### src/rtl/pipe_hold_ctrl.sv
// Pipeline hazard/flow controller: arbitrates jump redirects, multi-cycle
// divide, load-use hazards and fetch-bus wait into hold/stall controls.
// Ports:
//   clk, rst          : clock, synchronous active-high reset
//   jump_req_i/addr_i : EX taken branch/jump pulse and its target
//   div_start_i       : EX launched a multi-cycle divide
//   div_done_i        : divider result valid pulse
//   load_use_i        : ID load-use hazard (level)
//   bus_wait_i        : instruction bus not ready this cycle
//   jump_en_o/addr_o  : PC redirect and target (target is 0 when not redirecting)
//   stall_pc_o        : freeze PC
//   stall_if_id_o     : freeze IF/ID
//   flush_if_id_o     : bubble into IF/ID
//   flush_id_ex_o     : bubble into ID/EX
//   err_o             : sticky divide-timeout error
//   stall_cnt_o       : saturating count of cycles with stall_pc_o=1
module pipe_hold_ctrl #(
    parameter int AW          = 32,
    parameter int FLUSH_CYC   = 2,
    parameter int DIV_TIMEOUT = 64,
    parameter int CNT_W       = 32
) (
    input  logic             clk,
    input  logic             rst,
    input  logic             jump_req_i,
    input  logic [AW-1:0]    jump_addr_i,
    input  logic             div_start_i,
    input  logic             div_done_i,
    input  logic             load_use_i,
    input  logic             bus_wait_i,
    output logic             jump_en_o,
    output logic [AW-1:0]    jump_addr_o,
    output logic             stall_pc_o,
    output logic             stall_if_id_o,
    output logic             flush_if_id_o,
    output logic             flush_id_ex_o,
    output logic             err_o,
    output logic [CNT_W-1:0] stall_cnt_o
);

    localparam int DIV_W = $clog2(DIV_TIMEOUT + 1);

    localparam logic [3:0]       RELOAD   = 4'(FLUSH_CYC - 1);
    localparam logic [DIV_W-1:0] DIV_LAST = DIV_W'(DIV_TIMEOUT);

    typedef enum logic [1:0] {
        IDLE     = 2'd0,
        FLUSH    = 2'd1,
        DIV_WAIT = 2'd2
    } state_t;

    state_t           state;
    state_t           state_nxt;
    logic [3:0]       flush_cnt;
    logic [3:0]       flush_cnt_nxt;
    logic [DIV_W-1:0] div_cnt;
    logic [DIV_W-1:0] div_cnt_nxt;
    logic             err_set;

    always_ff @(posedge clk) begin
        if (rst) begin
            state     <= IDLE;
            flush_cnt <= 4'd0;
            div_cnt   <= '0;
        end else begin
            state     <= state_nxt;
            flush_cnt <= flush_cnt_nxt;
            div_cnt   <= div_cnt_nxt;
        end
    end

    always_ff @(posedge clk) begin
        if (rst) begin
            err_o <= 1'b0;
        end else if (err_set) begin
            err_o <= 1'b1;
        end
    end

    // Saturate rather than wrap so a long run never reads back as small.
    always_ff @(posedge clk) begin
        if (rst) begin
            stall_cnt_o <= '0;
        end else if (stall_pc_o && (stall_cnt_o != '1)) begin
            stall_cnt_o <= stall_cnt_o + CNT_W'(1);
        end
    end

    always_comb begin
        state_nxt     = state;
        flush_cnt_nxt = flush_cnt;
        div_cnt_nxt   = div_cnt;
        err_set       = 1'b0;
        jump_en_o     = 1'b0;
        jump_addr_o   = '0;
        stall_pc_o    = 1'b0;
        stall_if_id_o = 1'b0;
        flush_if_id_o = 1'b0;
        flush_id_ex_o = 1'b0;

        if (rst) begin
            // Both stage registers hold bubbles while in reset.
            flush_if_id_o = 1'b1;
            flush_id_ex_o = 1'b1;
        end else begin
            unique case (state)
                IDLE: begin
                    if (jump_req_i) begin
                        jump_en_o     = 1'b1;
                        jump_addr_o   = jump_addr_i;
                        flush_if_id_o = 1'b1;
                        flush_id_ex_o = 1'b1;
                        if (FLUSH_CYC > 1) begin
                            state_nxt     = FLUSH;
                            flush_cnt_nxt = RELOAD;
                        end
                    end else if (div_start_i) begin
                        stall_pc_o    = 1'b1;
                        stall_if_id_o = 1'b1;
                        flush_id_ex_o = 1'b1;
                        state_nxt     = DIV_WAIT;
                        div_cnt_nxt   = DIV_W'(1);
                    end else if (load_use_i) begin
                        stall_pc_o    = 1'b1;
                        stall_if_id_o = 1'b1;
                        flush_id_ex_o = 1'b1;
                    end else if (bus_wait_i) begin
                        stall_pc_o    = 1'b1;
                        flush_if_id_o = 1'b1;
                    end
                end

                FLUSH: begin
                    flush_if_id_o = 1'b1;
                    stall_pc_o    = bus_wait_i;
                    if (jump_req_i) begin
                        // A newer redirect restarts the flush window.
                        jump_en_o     = 1'b1;
                        jump_addr_o   = jump_addr_i;
                        flush_id_ex_o = 1'b1;
                        flush_cnt_nxt = RELOAD;
                    end else if (flush_cnt <= 4'd1) begin
                        state_nxt = IDLE;
                    end else begin
                        flush_cnt_nxt = flush_cnt - 4'd1;
                    end
                end

                DIV_WAIT: begin
                    if (!div_done_i) begin
                        stall_pc_o    = 1'b1;
                        stall_if_id_o = 1'b1;
                        flush_id_ex_o = 1'b1;
                        if (div_cnt >= DIV_LAST) begin
                            // Divider never answered: abort and flag it.
                            err_set   = 1'b1;
                            state_nxt = IDLE;
                        end else begin
                            div_cnt_nxt = div_cnt + DIV_W'(1);
                        end
                    end else begin
                        state_nxt = IDLE;
                    end
                end

                default: begin
                    state_nxt = IDLE;
                end
            endcase
        end
    end

endmodule

### config.mk
export PLATFORM = sky130hd
export DESIGN_NAME = pipe_hold_ctrl
export DESIGN_NICKNAME = d
export VERILOG_FILES = /design/src/rtl/pipe_hold_ctrl.sv
export SDC_FILE = /design/constraint.sdc
export NUM_CORES = 1
export LEC_CHECK = 0
export CAP_MARGIN = 20
export CORE_MARGIN = 5
export CORE_UTILIZATION = 30
export DETAILED_ROUTE_END_ITERATION = 6
export PLACE_DENSITY_LB_ADDON = 0.1
export SETUP_SLACK_MARGIN = 0.15
export SKIP_LAST_GASP = 1
export SLEW_MARGIN = 30
export SYNTH_ARGS = -nofsm -noshare
export SYNTH_HDL_FRONTEND = slang
export SYNTH_SLANG_ARGS = --single-unit
### constraint.sdc
create_clock -name clk -period 3 [get_ports clk]
set_input_delay 0.6 -clock clk [delete_from_list [all_inputs] [get_ports clk]]
set_output_delay 0.6 -clock clk [all_outputs]
set_load 0.05 [all_outputs]
==> impl_metrics.json, run 1 <==
{
  "status": "completed",
  "crit_chain": "clkdlybuf4s50_1, or2_2, o32a_1, nand2_1, inv_1, buf_4",
  "grt_first_pass_wirelength_microns": 12990,
  "clk_pin_slew_worst_paths_ns": 0.09,
  "crit_fanout": 4,
  "worstRegToRegCells": 6,
  "reg2reg_from": "stall_cnt_o[3]",
  "grt.overflow.total": 0,
  "clockPowerShare_pct": 30.0,
  "p_leak_nw": 1.543,
  "wl_per_cell_microns": 14.67,
  "num-nets-final": 481,
  "final_hold_viol_count": 0,
  "clkSinkCount": 46,
  "postCtsSetupRepairBufs": 0,
  "ios": 109,
  "cp.arrival_ns": 2.15,
  "fmax_ghz": 0.3634,
  "whs_path_depth": 2,
  "hold_ws_ns": 0.4898,
  "yosysMostFrequentCell": "dfxtp_1",
  "start_kind": "input pin",
  "insertion_delay_ns": 0.30,
  "slew_violations": 0,
  "drtAntennaViolNets": 0,
  "clockRootBuffer": "clkbuf_8",
  "grt_pass1_vias": 2539,
  "die_area_sq_mm": 0.01100,
  "viasPerCell": 5.179,
  "synthArstFlopShare_pct": 0,
  "area_growth_syn_to_layout_pct": 46.32,
  "syn_inst": 333,
  "min_to": "err_o",
  "setup-tns-final_ns": 0,
  "yosysTopAreaCell": "dfxtp_1",
  "crit_required_ns": 2.40,
  "die_w_microns": 104.9,
  "grt_max_degree": 37,
  "die_h_microns": 104.9,
  "ir_worst_vdd_mv": 0.1905,
  "drc": 0,
  "worstMarginPinSlew_ns": 0.8440,
  "synth-main-ff-cell": "dfxtp_1",
  "groute.usage.overall_pct": 13.89,
  "cpPeakStageDelay_ns": 0.45,
  "drt-initial-drc-count": 140,
  "power_switching_uw": 406.3,
  "yosys-top-cells-area": "dfxtp_1, and3_1, a21oi_1, nor2_1, or4_1",
  "setup_viol_count_final": 0,
  "grt_antenna_before_repair": 0,
  "ys_seq_area_share_pct": 34.09,
  "rsz0062_at_grt": "false",
  "critical_path.slowest_cell": "clkdlybuf4s50_1",
  "htreeDepth": 2,
  "yosysWarnings": 0,
  "maxCapViolCount": 0,
  "cts_resized": 0,
  "path_class": "in -> out",
  "synth_edf_count": 0,
  "netlist.area_leader.share_pct": 34.09,
  "worstHoldStart": "err_o",
  "core_sq_mm": 0.008763,
  "min_path_type": "reg -> reg",
  "syn_nets": 376,
  "clock_skew_ns": 0.009118,
  "pwr_density_cell_mw_per_mm2": 338.0,
  "fin_cells": 547,
  "avgSynthCellArea_sq_um": 8.112,
  "diodes": 0,
  "yosysUniqueCellTypes": 49,
  "pwr-share-comb_pct": 22.9,
  "drt_first_pass_iters": 4,
  "ctsHoldBuffers": 0,
  "dp_hpwl_microns": 5914,
  "r2r_end": "stall_cnt_o[9]",
  "cts_buffers": 5,
  "drt_wl_total_microns": 8025,
  "reg2reg_slack_ns": 0.51,
  "setup.worst_path.start": "div_start_i",
  "netSwitchingFraction_pct": 30.41,
  "gp_congestion": 0.7381,
  "start_util_pct": 30.83,
  "cts_tree": "yes",
  "p_int_uw": 929.7,
  "drive_gt1_share_pct": 17.08,
  "slew_headroom_pct": 43.02,
  "num_vias": 2833,
  "post-route-period-util_pct": 91.73,
  "synthesis.area_sq_mm": 0.002701,
  "critPathCaptureType": "output port",
  "yosys-top-cells-count": "dfxtp_1, and3_1, nor2_1",
  "ctsLongestPathBuffers": 2,
  "rows": 34,
  "place_inst": 539,
  "synth_seq_cells": 46,
  "portBuffers": 108,
  "seq_power_share_pct": 47.1,
  "post-route-min-period_ns": 2.752
}
how the worst max path moves through the flow:
stage | end | slack (ns) | depth (start not counted)
global placement | stall_cnt_o[23] | 0.24 | 7
detailed placement | stall_cnt_o[9] | 0.20 | 7
global route | stall_pc_o | 0.17 | 6
finish | stall_pc_o | 0.25 | 6
CTS | stall_pc_o | 0.25 | 6
floorplan | stall_if_id_o | 0.23 | 3
cells by family after synthesis:
group                      count (synthesis)  synth area share, %
and+or+nand+nor                          171                36.59
AOI/OAI and AO/OA                         62                15.75
DFF                                       46                34.09
buffers and inverters                     35                5.929
muxes                                      9                3.844
xor gates and xnor gates                   6                1.945
adders and majority gates                  4                1.853
power by group through the flow:
stage | Sequential [mW] | Clock, mW | Combinational (mW)
after global routing | 0.631 | 0.446 | 0.326
final | 0.629 | 0.401 | 0.305
after detailed placement | 0.644 | 0 | 0.307
after global placement | 0.644 | 0 | 0.306
after floorplan | 0.648 | 0 | 0.172
after CTS | 0.629 | 0.417 | 0.308
worst max-delay path: cells and delay by family:
family,cells,cell delay [ns]
buffers and inverters,3,0.70
and+or+nand+nor,2,0.51
AOI/OAI and AO/OA,1,0.34
through the flow:
step / worst slack (ns) / util [%] / instance area (sq um) / power [mW]
after global routing: 0.1689 / 45.10 / 3953 / 1.404
after CTS: 0.2470 / 45.10 / 3953 / 1.354
final: 0.2481 / 45.10 / 3953 / 1.336
after detailed placement: 0.2044 / 44.02 / 3857 / 0.9501
after floorplan: 0.2341 / - / 2701 / 0.8194
after global placement: 0.2393 / 44.02 / 3857 / 0.9493
flip-flops by register name (all words and copies together), names as in the netlist:
name / cells
stall_cnt_o: 32
div_cnt: 7
flush_cnt: 4
state: 2
err_o: 1
layer usage:
layer,vias up,wire length [microns],track usage (%)
met2,65,3855,23.16
met5,-,0,0
met1,1307,3691,18.07
li1,1457,-,-
met3,4,414,3.268
met4,0,63,3.562
cell type report:
cell class,instances,area [sq um]
timing repair buffer,121,1136
inverter,12,45.04
tap,108,135.1
clock inverter,2,12.51
fill,899,4811
sequential,46,920.9
multi-input combinational,252,1620
clock buffer,6,82.58
cells in the final DEF, fill, tap and decap left out, types with 2 or more instances in the layout:
cell type        netlist  final
nand4_1               15     15
o21ai_0                7      7
mux2_1                 3      3
and2_1                 3      3
or3_1                  5      5
clkbuf_8               0      6
a211oi_1               3      3
nand2b_1               2      2
xnor2_1                2      2
and3_1                38     38
o311ai_0               7      7
nand3_1                9      9
o31ai_1               13     13
buf_12                 0      4
inv_1                 12     12
or3b_2                 2      2
or2_2                  3      3
nor3_1                 5      5
ha_1                   4      4
a31o_2                 2      2
a21oi_1               21     21
clkdlybuf4s50_1        0     71
or4_1                 14     14
nor4_1                 9      9
mux2_2                 4      4
nand2_1               22     22
o41ai_1                3      3
xor2_1                 4      4
nor2_1                28     28
dfxtp_1               46     46
buf_4                  1     46
nor2b_1                8      8
Power figures use the tool's default switching activity.
==> run 2, diff against run 1 <==
--- a/config.mk
+++ b/config.mk
@@ -9,7 +9,6 @@
 export CORE_MARGIN = 5
 export CORE_UTILIZATION = 30
 export DETAILED_ROUTE_END_ITERATION = 6
-export PLACE_DENSITY_LB_ADDON = 0.1
 export SETUP_SLACK_MARGIN = 0.15
 export SKIP_LAST_GASP = 1
 export SLEW_MARGIN = 30
==> impl_metrics.json, run 2 (same netlist as run 1, synthesis figures left out) <==
{
  "layout_commonest_cell": "clkdlybuf4s50_1",
  "dp_hpwl_microns": 6027,
  "ctsHoldBuffers": 0,
  "place_inst": 538,
  "rsz0062_at_grt": "false",
  "worstRegToRegCells": 6,
  "drc": 0,
  "regMostFlops": "stall_cnt_o",
  "die_area_sq_mm": 0.01100,
  "drive_gt1_share_pct": 16.89,
  "die_h_microns": 104.9,
  "ir_worst_vdd_mv": 0.1856,
  "drt_first_pass_iters": 4,
  "portBuffers": 108,
  "gp_congestion": 0.7681,
  "rows": 34,
  "grt_antenna_before_repair": 0,
  "fin_cells": 546,
  "path_class": "in -> out",
  "setup_viol_count_final": 0,
  "p_leak_nw": 1.545,
  "area_growth_syn_to_layout_pct": 46.97,
  "min_path_type": "reg -> reg",
  "clockRootBuffer": "clkbuf_8",
  "cts_buffers": 5,
  "whs_path_depth": 2,
  "crit_required_ns": 2.40,
  "diodes": 0,
  "num-nets-final": 480,
  "worstMarginPinSlew_ns": 0.5841,
  "clk_pin_slew_worst_paths_ns": 0.09,
  "critPathCaptureType": "output port",
  "drt-initial-drc-count": 101,
  "grt_max_degree": 41,
  "die_w_microns": 104.9,
  "crit_fanout": 4,
  "wl_per_cell_microns": 14.81,
  "reg2reg_slack_ns": 0.53,
  "num_vias": 2866,
  "maxCapViolCount": 0,
  "core_sq_mm": 0.008763,
  "insertion_delay_ns": 0.30,
  "cts_tree": "yes",
  "slew_headroom_pct": 60.44,
  "ctsLongestPathBuffers": 2,
  "drtAntennaViolNets": 0,
  "hold_ws_ns": 0.4925,
  "slew_violations": 0,
  "crit_chain": "clkdlybuf4s50_1, or2_2, o32a_1, nand2_1, inv_1, buf_12",
  "grt_first_pass_wirelength_microns": 12890,
  "final_hold_viol_count": 0,
  "groute.usage.overall_pct": 13.69,
  "final_cell_mix": "clkdlybuf4s50_1, dfxtp_1, buf_4",
  "seqCellArea_sq_um": 920.9,
  "clock_skew_ns": 0.01288,
  "ios": 109,
  "largest_reg_flops": 32,
  "drt_wl_total_microns": 8086,
  "grt_pass1_vias": 2559,
  "post-route-min-period_ns": 2.702,
  "htreeDepth": 2,
  "setup-tns-final_ns": 0,
  "reg.largest.list": "stall_cnt_o x32, div_cnt x7, flush_cnt x4",
  "postCtsSetupRepairBufs": 0,
  "fmax_ghz": 0.3701,
  "clkSinkCount": 46,
  "multi_input_comb_area_sq_mm": 0.001620,
  "start_util_pct": 30.83,
  "cp.arrival_ns": 2.10,
  "status": "completed",
  "grt.overflow.total": 0,
  "nFillCells": 874,
  "post-route-period-util_pct": 90.07,
  "fin_util_pct": 45.30,
  "cts_resized": 0,
  "pwr_density_cell_mw_per_mm2": 339.3,
  "cpPeakStageDelay_ns": 0.47,
  "start_kind": "input pin",
  "critical_path.slowest_cell": "clkdlybuf4s50_1",
  "viasPerCell": 5.249
}
==> run 2: changes by cell type in the layout (fill, tap and decap cells not counted) <==
cell and delta:
buf_12 +2, o311ai_0 -1, buf_4 -3, o311ai_1 +1
==> run 2: power breakdown <==
| group | switching [mW] | internal, mW | leakage (nW) | total [mW] |
|---|---|---|---|---|
| sequential | 0.0114 | 0.618 | 0.372 | 0.629 |
| clock | 0.221 | 0.186 | 0.0472 | 0.406 |
| combinational | 0.182 | 0.130 | 1.13 | 0.312 |
| total | 0.414 | 0.934 | 1.55 | 1.35 |
==> run 2: cell type report <==
class	instances	share of cell area, %
Clock buffer	6	2.080
Clock inverter	2	0.3152
Inverter	12	1.135
Multi-Input combinational cell	252	40.81
Sequential cell	46	23.20
Tap cell	108	3.404
Timing Repair Buffer	120	29.06
==> run 2: through the flow <==
step	power (mW)	instance area (sq um)	worst slack, ns
after floorplan	0.8194	2701	0.2341
after global placement	0.9526	3875	0.3057
after detailed placement	0.9559	3875	0.2957
after CTS	1.369	3970	0.2761
after global routing	1.410	3970	0.2106
final	1.347	3970	0.2980
==> run 2: layer usage <==
metal	part of all wire, %	routed length [microns]	global-route usage, %
met5	0	0	0
met4	0.49	40	2.192
met3	4.2	337	3.021
met2	49	3951	22.84
met1	46	3757	18.46
==> run 2: worst max-delay path, delay by kind of cell <==
kind | cells | cell delay, ns
simple gates | 2 | 0.48
buf+inv | 3 | 0.71
compound gates | 1 | 0.31
==> run 2: final timing paths <==
kind / from / end
worst min register to register: err_o / err_o
worst min-delay path: err_o / err_o
worst max register to register: stall_cnt_o[3] / stall_cnt_o[9]
worst max-delay path: div_start_i / stall_pc_o
